--- config.mk ---
export PLATFORM = sky130hd
export DESIGN_NAME = usb_rx_bit_decoder
export DESIGN_NICKNAME = d
export VERILOG_FILES = /design/src/rtl/usb_rx_bit_decoder.sv
export SDC_FILE = /design/constraint.sdc
export NUM_CORES = 1
export LEC_CHECK = 0
export ABC_AREA = 1
export ABC_CLOCK_PERIOD_IN_PS = 5540
export BUFFER_PORTS_ARGS = -buffer_cell sky130_fd_sc_hd__buf_2
export CAP_MARGIN = 10
export CELL_PAD_IN_SITES_DETAIL_PLACEMENT = 1
export CELL_PAD_IN_SITES_GLOBAL_PLACEMENT = 1
export CORE_MARGIN = 4
export CORE_UTILIZATION = 48
export DETAILED_ROUTE_END_ITERATION = 8
export HOLD_SLACK_MARGIN = 0.12
export PLACE_DENSITY = 0.89
export REMOVE_ABC_BUFFERS = 1
export SETUP_SLACK_MARGIN = 0.4
export SKIP_CTS_REPAIR_TIMING = 1
export SLEW_MARGIN = 30
export SYNTH_ARGS = -nofsm -noshare
export SYNTH_HDL_FRONTEND = slang
export SYNTH_SLANG_ARGS = --single-unit
--- constraint.sdc ---
create_clock -name clk -period 5.54 [get_ports clk]
set_clock_uncertainty 0.2 [all_clocks]
set_input_delay 0.831 -clock clk [delete_from_list [all_inputs] [get_ports clk]]
set_output_delay 0.831 -clock clk [all_outputs]
set_load 0.01 [all_outputs]
--- src/rtl/usb_rx_bit_decoder.sv ---
// Full-speed USB receive bit path: recovers bit timing from line edges,
// NRZI-decodes J/K samples, checks SYNC, removes stuff bits, detects EOP,
// and assembles LSB-first bytes for the packet layer.
module usb_rx_bit_decoder #(
  parameter int CLKS_PER_BIT = 8
) (
  input  logic       clk,
  input  logic       rst,
  input  logic       dp_in,
  input  logic       dm_in,
  output logic [7:0] rx_data,
  output logic       rx_valid,
  output logic       rx_active,
  output logic       rx_eop,
  output logic       rx_error
);

  localparam int PW = (CLKS_PER_BIT > 1) ? $clog2(CLKS_PER_BIT) : 1;
  localparam logic [PW-1:0] PHASE_MAX = PW'(CLKS_PER_BIT - 1);
  localparam logic [PW-1:0] PHASE_SMP = PW'(CLKS_PER_BIT / 2);

  // Line states as {dp, dm}
  localparam logic [1:0] LS_J   = 2'b10;
  localparam logic [1:0] LS_K   = 2'b01;
  localparam logic [1:0] LS_SE0 = 2'b00;
  localparam logic [1:0] LS_SE1 = 2'b11;

  localparam logic [7:0] SYNC_BYTE = 8'h80;

  typedef enum logic [2:0] {
    S_IDLE,
    S_SYNC,
    S_DATA,
    S_EOP,
    S_ERR
  } state_t;

  state_t        state_q, state_d;
  logic [PW-1:0] phase_q, phase_d;
  logic [1:0]    line_q;
  logic          prevk_q, prevk_d;
  logic [7:0]    shift_q, shift_d;
  logic [2:0]    bitcnt_q, bitcnt_d;
  logic [2:0]    ones_q, ones_d;
  logic          eop2_q, eop2_d;
  logic [2:0]    jcnt_q, jcnt_d;
  logic [7:0]    data_q, data_d;
  logic          valid_q, valid_d;
  logic          active_q, active_d;
  logic          eop_q, eop_d;
  logic          err_q, err_d;

  logic [1:0]    pair;
  logic          edge_seen;
  logic          smp;
  logic          is_j, is_k, is_se0, is_se1;
  logic          dec;
  logic [7:0]    byte_next;
  logic          go_err;

  // Bit-timing recovery: any line transition restarts the phase so the
  // sample point stays centred even when the transmitter drifts.
  always_comb begin
    pair      = {dp_in, dm_in};
    edge_seen = (pair != line_q);
    if (edge_seen || (phase_q == PHASE_MAX)) begin
      phase_d = '0;
    end else begin
      phase_d = phase_q + 1'b1;
    end
    smp    = (phase_q == PHASE_SMP);
    is_j   = (pair == LS_J);
    is_k   = (pair == LS_K);
    is_se0 = (pair == LS_SE0);
    is_se1 = (pair == LS_SE1);
  end

  // Receive FSM: NRZI decode, SYNC check, unstuffing, byte assembly, EOP.
  always_comb begin
    state_d   = state_q;
    prevk_d   = prevk_q;
    shift_d   = shift_q;
    bitcnt_d  = bitcnt_q;
    ones_d    = ones_q;
    eop2_d    = eop2_q;
    jcnt_d    = jcnt_q;
    data_d    = data_q;
    valid_d   = 1'b0;
    active_d  = active_q;
    eop_d     = 1'b0;
    err_d     = 1'b0;
    go_err    = 1'b0;
    // A bit is a 1 when the line stays in the same J/K state
    dec       = (is_k == prevk_q);
    byte_next = {dec, shift_q[7:1]};

    if (smp && (is_j || is_k)) begin
      prevk_d = is_k;
    end

    case (state_q)
      S_IDLE: begin
        // Reference level is held at J while idle so the first K decodes as 0
        prevk_d = 1'b0;
        if (smp) begin
          if (is_k) begin
            prevk_d  = 1'b1;
            shift_d  = 8'h00;  // first SYNC bit (a 0) already sits in bit 7
            bitcnt_d = 3'd1;
            ones_d   = 3'd0;
            state_d  = S_SYNC;
          end else if (is_se1) begin
            go_err = 1'b1;
          end
        end
      end

      S_SYNC: begin
        if (smp) begin
          if (is_se0 || is_se1) begin
            go_err = 1'b1;
          end else begin
            shift_d  = byte_next;
            bitcnt_d = bitcnt_q + 1'b1;
            if (bitcnt_q == 3'd7) begin
              if (byte_next == SYNC_BYTE) begin
                state_d  = S_DATA;
                active_d = 1'b1;
                shift_d  = 8'h00;
                bitcnt_d = 3'd0;
                ones_d   = 3'd0;
              end else begin
                go_err = 1'b1;
              end
            end
          end
        end
      end

      S_DATA: begin
        if (smp) begin
          if (is_se1) begin
            go_err = 1'b1;
          end else if (is_se0) begin
            eop2_d  = 1'b0;
            state_d = S_EOP;
          end else if (ones_q == 3'd6) begin
            // Bit after six ones must be a stuffed 0; drop it
            if (dec) begin
              go_err = 1'b1;
            end else begin
              ones_d = 3'd0;
            end
          end else begin
            ones_d   = dec ? (ones_q + 1'b1) : 3'd0;
            shift_d  = byte_next;
            bitcnt_d = bitcnt_q + 1'b1;
            if (bitcnt_q == 3'd7) begin
              data_d  = byte_next;
              valid_d = 1'b1;
            end
          end
        end
      end

      S_EOP: begin
        if (smp) begin
          if (is_se0 && !eop2_q) begin
            eop2_d = 1'b1;
          end else if (is_j && eop2_q && (bitcnt_q == 3'd0)) begin
            eop_d    = 1'b1;
            active_d = 1'b0;
            state_d  = S_IDLE;
          end else begin
            go_err = 1'b1;
          end
        end
      end

      S_ERR: begin
        // Recover only after eight consecutive J samples
        if (smp) begin
          if (is_j) begin
            if (jcnt_q == 3'd7) begin
              jcnt_d  = 3'd0;
              state_d = S_IDLE;
            end else begin
              jcnt_d = jcnt_q + 1'b1;
            end
          end else begin
            jcnt_d = 3'd0;
          end
        end
      end

      default: begin
        state_d = S_IDLE;
      end
    endcase

    if (go_err) begin
      state_d  = S_ERR;
      err_d    = 1'b1;
      active_d = 1'b0;
      jcnt_d   = 3'd0;
    end

    if ((state_d == S_IDLE) && (state_q != S_IDLE)) begin
      shift_d  = 8'h00;
      bitcnt_d = 3'd0;
      ones_d   = 3'd0;
      prevk_d  = 1'b0;
    end
  end

  // State and output registers; reset clears everything immediately.
  always_ff @(posedge clk or posedge rst) begin
    if (rst) begin
      state_q  <= S_IDLE;
      phase_q  <= '0;
      line_q   <= LS_J;
      prevk_q  <= 1'b0;
      shift_q  <= 8'h00;
      bitcnt_q <= 3'd0;
      ones_q   <= 3'd0;
      eop2_q   <= 1'b0;
      jcnt_q   <= 3'd0;
      data_q   <= 8'h00;
      valid_q  <= 1'b0;
      active_q <= 1'b0;
      eop_q    <= 1'b0;
      err_q    <= 1'b0;
    end else begin
      state_q  <= state_d;
      phase_q  <= phase_d;
      line_q   <= pair;
      prevk_q  <= prevk_d;
      shift_q  <= shift_d;
      bitcnt_q <= bitcnt_d;
      ones_q   <= ones_d;
      eop2_q   <= eop2_d;
      jcnt_q   <= jcnt_d;
      data_q   <= data_d;
      valid_q  <= valid_d;
      active_q <= active_d;
      eop_q    <= eop_d;
      err_q    <= err_d;
    end
  end

  assign rx_data   = data_q;
  assign rx_valid  = valid_q;
  assign rx_active = active_q;
  assign rx_eop    = eop_q;
  assign rx_error  = err_q;

endmodule

## Word level (Yosys, flattened, before mapping)

Cells that the tools add are included.

- Register bits: 39
- Bits of input ports: 4
- Word-level logic and storage cells: 193
- Output and inout port bits: 12

- Mux-type cells: 108
- Bitwise logic cells: 3
- Eq/ne operators: 38
- Add/subtract/negate cells: 4
- Reduce and logical (&&, ||, !) cells: 26

Operators by type and width:

| kind | count |
|---|---|
| $mux 3 | 46 |
| $mux 8 | 11 |
| $ne 3x3->1 const B | 17 |
| $mux 1 | 44 |
| $pmux 8 s3 | 1 |
| $eq 3x3->1 const B | 6 |
| $pmux 3 s3 | 2 |
| $pmux 3 s5 | 1 |
| $add 3x1->3 const B | 4 |
| $reduce_and 6->1 | 2 |
| $reduce_and 11->1 | 1 |
| $ne 2x2->1 const B | 5 |
| $logic_not 3->1 | 3 |
| $reduce_and 9->1 | 1 |
| $reduce_bool 3->1 | 3 |
| $eq 8x8->1 const B | 1 |
| $reduce_and 8->1 | 1 |
| $eq 3x2->1 const B | 2 |
| $reduce_bool 2->1 | 3 |
| $logic_and 1x1->1 | 5 |
| $eq 2x2->1 const B | 2 |
| $ne 4x4->1 const B | 1 |
| $pmux 1 s2 | 2 |
| $pmux 1 s4 | 1 |
| other kinds (10) | 14 |

## Depth between registers and ports, before layout

- Depth in word-level cells: 13
- Gate-level depth with buffers: 16
- Gate-level depth less buffers: 16

## Worst setup path after synthesis

Ideal clock, no wire load.

- Path kind: input -> register
- Start point: input port dp_in
- End point: register bitcnt_q[2]
- Library setup time: 117 ps
- Arrival: 2,325 ps
- Buffers on the path: 1
- Stages: 15
- Required time: 5,223 ps
- Slack: 2,897 ps
- Path through: inv_1 ha_1 inv_2 nand2_1 nand2_1 nand3_1 nand2_1 nand2_1 nor2_2 nand4_4 nand3_2 nand3_2 buf_6 nand2_1 o21ai_2

- Longest elaborated chain between the ends: 13
- Elaborated cells on any way between the ends: 60
- Classes of those cells: eq/ne (13); mux (38); reduce/logical (9)

Ends and longest elaborated chain:

| element | line | RTL |
|---|---|---|
| start: declaration | 9 | `input logic dp_in,` |
| $eq 2x1->1 | 73 | `is_k = (pair == LS_K);` |
| $eq 1x1->1 | 94 | `dec = (is_k == prevk_q);` |
| $eq 8x8->1 or $mux 1 (tied branches) | 126, 149 |  |
| $mux 3, or another cell as far along | 126 | `if (byte_next == SYNC_BYTE) begin` |
| $mux 3, or another cell as far along | 125 | `if (bitcnt_q == 3'd7) begin` |
| $mux 3, or another cell as far along | 120 | `if (is_se0 \|\| is_se1) begin` |
| $mux 3, or another cell as far along | 119 | `if (smp) begin` |
| $pmux 3 s5 or $pmux 1 s4 (tied branches) | 101 | `case (state_q)` |
| $mux 3 | 201 | `if (go_err) begin` |
| $logic_not 3->1 | 208 | `if ((state_d == S_IDLE) && (state_q != S_IDLE)) begin` |
| $logic_and 1x1->1 | 208 |  |
| $ne 3x3->1 (no line) or $reduce_bool 4->1 (tied branches) | - |  |
| $reduce_and 9->1 (no line) | - |  |
| end signal: assignment | 239 | `bitcnt_q <= bitcnt_d;` |
| end: declaration | 43 | `logic [2:0] bitcnt_q, bitcnt_d;` |

Parallel ways exist; a longest one is shown, timed or not. The select of a mux whose other input is x is not followed.
A chain may end at the register's enable or synchronous reset.

## Worst setup path in the final report

Same ends and word-level chain as after synthesis.

==> summary.md <==
| Metric | Value |
|---|---|
| Status | finished clean |
| Worst path required time | 5.52 ns |
| Area Overhead vs Synth | 11.20% |
| Top cell type's share of synthesized area | 0.4125 |
| # diodes | 0 |
| H-tree depth | 2 |
| Avg Inst Size Synth | 8.162 um^2 |
| FF-to-FF path depth | 13 |
| HP Class | flop to flop |
| Clock transition at path regs | 0.09 ns |
| PwrDens | about 430 nW/um^2 |
| Final setup violation count | 0 |
| Fin area | 2496 um^2 |
| CP Class | input pin to flop |
| Die Wd | 76.39 um |
| Core box area | between 4000 and 5000 um^2 |
| Vias in the first global route | 2039 |
| Max-slew violations | 0 |
| CP endpoint kind | flop |
| Remaining DRCs | 0 |
| Placed instance area | 2359 um^2 |
| Drt wl/cell | 15.88 um |
| Total of fill cells in the finished design | 560 |
| Mapped Area | 2245 um^2 |
| Yosys Warn Count | 0 |
| Peak supply drop | around 0.00017 V |
| Synth Instances | ~280 |
| Detail Route Antenna Nets | 0 |
| Largest net degree at the start of global routing | 39 |
| Most frequent cells in the layout | nand2_1 (58), dfrtp_1 (37), nor2_1 (35) |
| Seq cells post-synth | 38 |
| Fraction of registers with async set/reset | 1.000 |
| FF-to-FF setup slack | 2.63 ns |
| Seq. cell area | between 900 and 1000 um^2 |
| Leakage Power | 1.326 nW |
| Initial Utilization | 0.5051 |
| Max-slew headroom | 0.5996 |
| Reg2reg start | phase_q[0] |
| Layout Nets | 314 |
| Largest cells by area after synthesis | dfrtp_1 (41%), nand2_1 (9.7%), ha_1 (8.9%) |
| Utilization after layout | 0.5617 |
| Initial antenna violation count | 0 |
| Row count | 24 |
| RSZ-0062 raised after global routing | no |
| CTS max path bufs | 2 |
| DR vias | approximately 1900 |
| IO Pins | 16 |
| RR Endpoint | bitcnt_q[2] |
| Number of flops mapped to enable cells by yosys | 0 |
| Multi-input gate area | 1109 um^2 |
| Main synth FF type | dfrtp_1 |
| Root buffer cell | clkbuf_8 |
| Total Routing Usage GR | 0.2097 |
| First-pass GRT wire length | 9763 um |
| Fin. Hold Viols | 0 |
| Max Clk Rate | 0.3026 GHz |
| Gp weighted congestion | 0.8648 |
| Worst hold path stage count | 1 |
| Total CTS buffers | 5 |
| IO buf count | 15 |
| Crit start category | input pin |
| CTS sink count | 38 |
| Die Span Y | 76.39 um |
| Share of cells above drive strength 1 | 0.2169 |
| Worst skew pair latency | 0.30 ns |
| Hold Crit Endpoint | phase_q[0] |
| Initial DRC Count | 107 |
| Post-synthesis cell type count | 34 |
| Post-synth top area cell | dfrtp_1 |
| Router iterations before antenna repair | 7 |
| Setup_tns | 0 ns |
| CTS tree | done |
| Maximum net fanout on the critical path | 20 |
| Max Cap Viol | 0 |
| Detailed placement HPWL | 3917 um |
| Final min period | 3.305 ns |
| Via/cell ratio | 5.343 |
| Worst EP arrival | 3.29 ns |
| GRT Residual Overflow | 0 |
| Worst Hold Launch | phase_q[0] |
| WL final | 5509 um |
| Final Cycle Share | 0.5966 |
| Least-Margin Pin Slew | 0.5999 ns |
| Commonest non-fill, non-tap cell in the layout | nand2_1 |
| Full die area | 5835 um^2 |
| Sequential area share after synthesis | 0.4242 |
-- layout make-up --
cell class                      instances  area share
Inverter                               40     0.06015
Sequential cell                        38      0.3815
Multi-Input combinational cell        193      0.4441
Clock inverter                          3     0.02757
Clock buffer                            5     0.02757
Tap cell                               52     0.02607
Timing Repair Buffer                   16     0.03308
-- how the worst max path moves through the flow --
| stage | startpoint | endpoint | slack, ns | cells past startpoint |
|---|---|---|---|---|
| after global routing | dp_in | bitcnt_q[2] | 1.90 | 15 |
| after CTS | dp_in | bitcnt_q[2] | 2.23 | 15 |
| after global placement | dp_in | bitcnt_q[2] | 2.13 | 15 |
| final | dp_in | bitcnt_q[2] | 2.24 | 15 |
| after floorplan | dp_in | bitcnt_q[2] | 2.60 | 14 |
| after detailed placement | dp_in | bitcnt_q[2] | 1.97 | 15 |
-- registers in the layout, summed over array words and instances (netlist names) --
name       flops
bitcnt_q       3
rx_data        8
rx_error       1
state_q        3
jcnt_q         3
shift_q        7
rx_active      1
line_q         2
prevk_q        1
phase_q        3
eop2_q         1
rx_valid       1
ones_q         3
rx_eop         1
-- critical path, cell delays in order --
cell and delay (ns):
buf_2 0.14, inv_1 0.10, ha_1 0.24, inv_2 0.07
nand2_1 0.07, nand2_1 0.18, nand3_1 0.20, nand2_1 0.11
nand2_1 0.10, nor2_2 0.22, nand4_4 0.14, nand3_2 0.11
nand3_2 0.47, nand2_1 0.23, o21ai_2 0.07
-- per-stage QoR --
stage	power [mW]	std cells	worst slack [ns]	hold WS (ns)
after floorplan	0.6856	271	2.604	0.2322
after global placement	0.7581	339	2.134	0.2548
after detailed placement	0.7868	339	1.966	0.2679
after CTS	1.090	347	2.234	0.2880
after global routing	1.169	347	1.904	0.3253
final	1.081	347	2.235	0.2780
-- cells by family (layout without fill, tap and decap cells) --
group | after synthesis | count (layout) | share of synthesized area
AND/OR/NAND/NOR | 142 | 142 | 0.2999
buffers and inverters | 44 | 64 | 0.08194
flip-flops | 38 | 38 | 0.4242
AO/OA/AOI/OAI | 35 | 35 | 0.1048
adder cells (fa/ha/maj) | 16 | 16 | 0.08919
-- cell usage after synthesis (3+ instances only) --
cell / n
a21oi_1: 4
dfrtp_1: 37
ha_1: 16
inv_1: 34
inv_2: 6
nand2_1: 58
nand2_2: 11
nand3_1: 16
nand3_2: 5
nor2_1: 35
nor2_2: 3
nor3_1: 6
o21ai_0: 12
o21ai_2: 10
-- where the power goes --
group	internal, mW	switching [mW]
Sequential	0.326	0.0525
Combinational	0.136	0.274
Clock	0.181	0.112
-- per-layer routing --
layer | routed length, um | up-vias | GRT usage
met2 | 2733 | 44 | 0.3427
li1 | - | 912 | -
met4 | 174 | 0 | 0.1014
met1 | 2379 | 883 | 0.2620
met5 | 0 | - | 0
met3 | 222 | 15 | 0.04610
No activity file was read; power rests on OpenSTA's default activity.
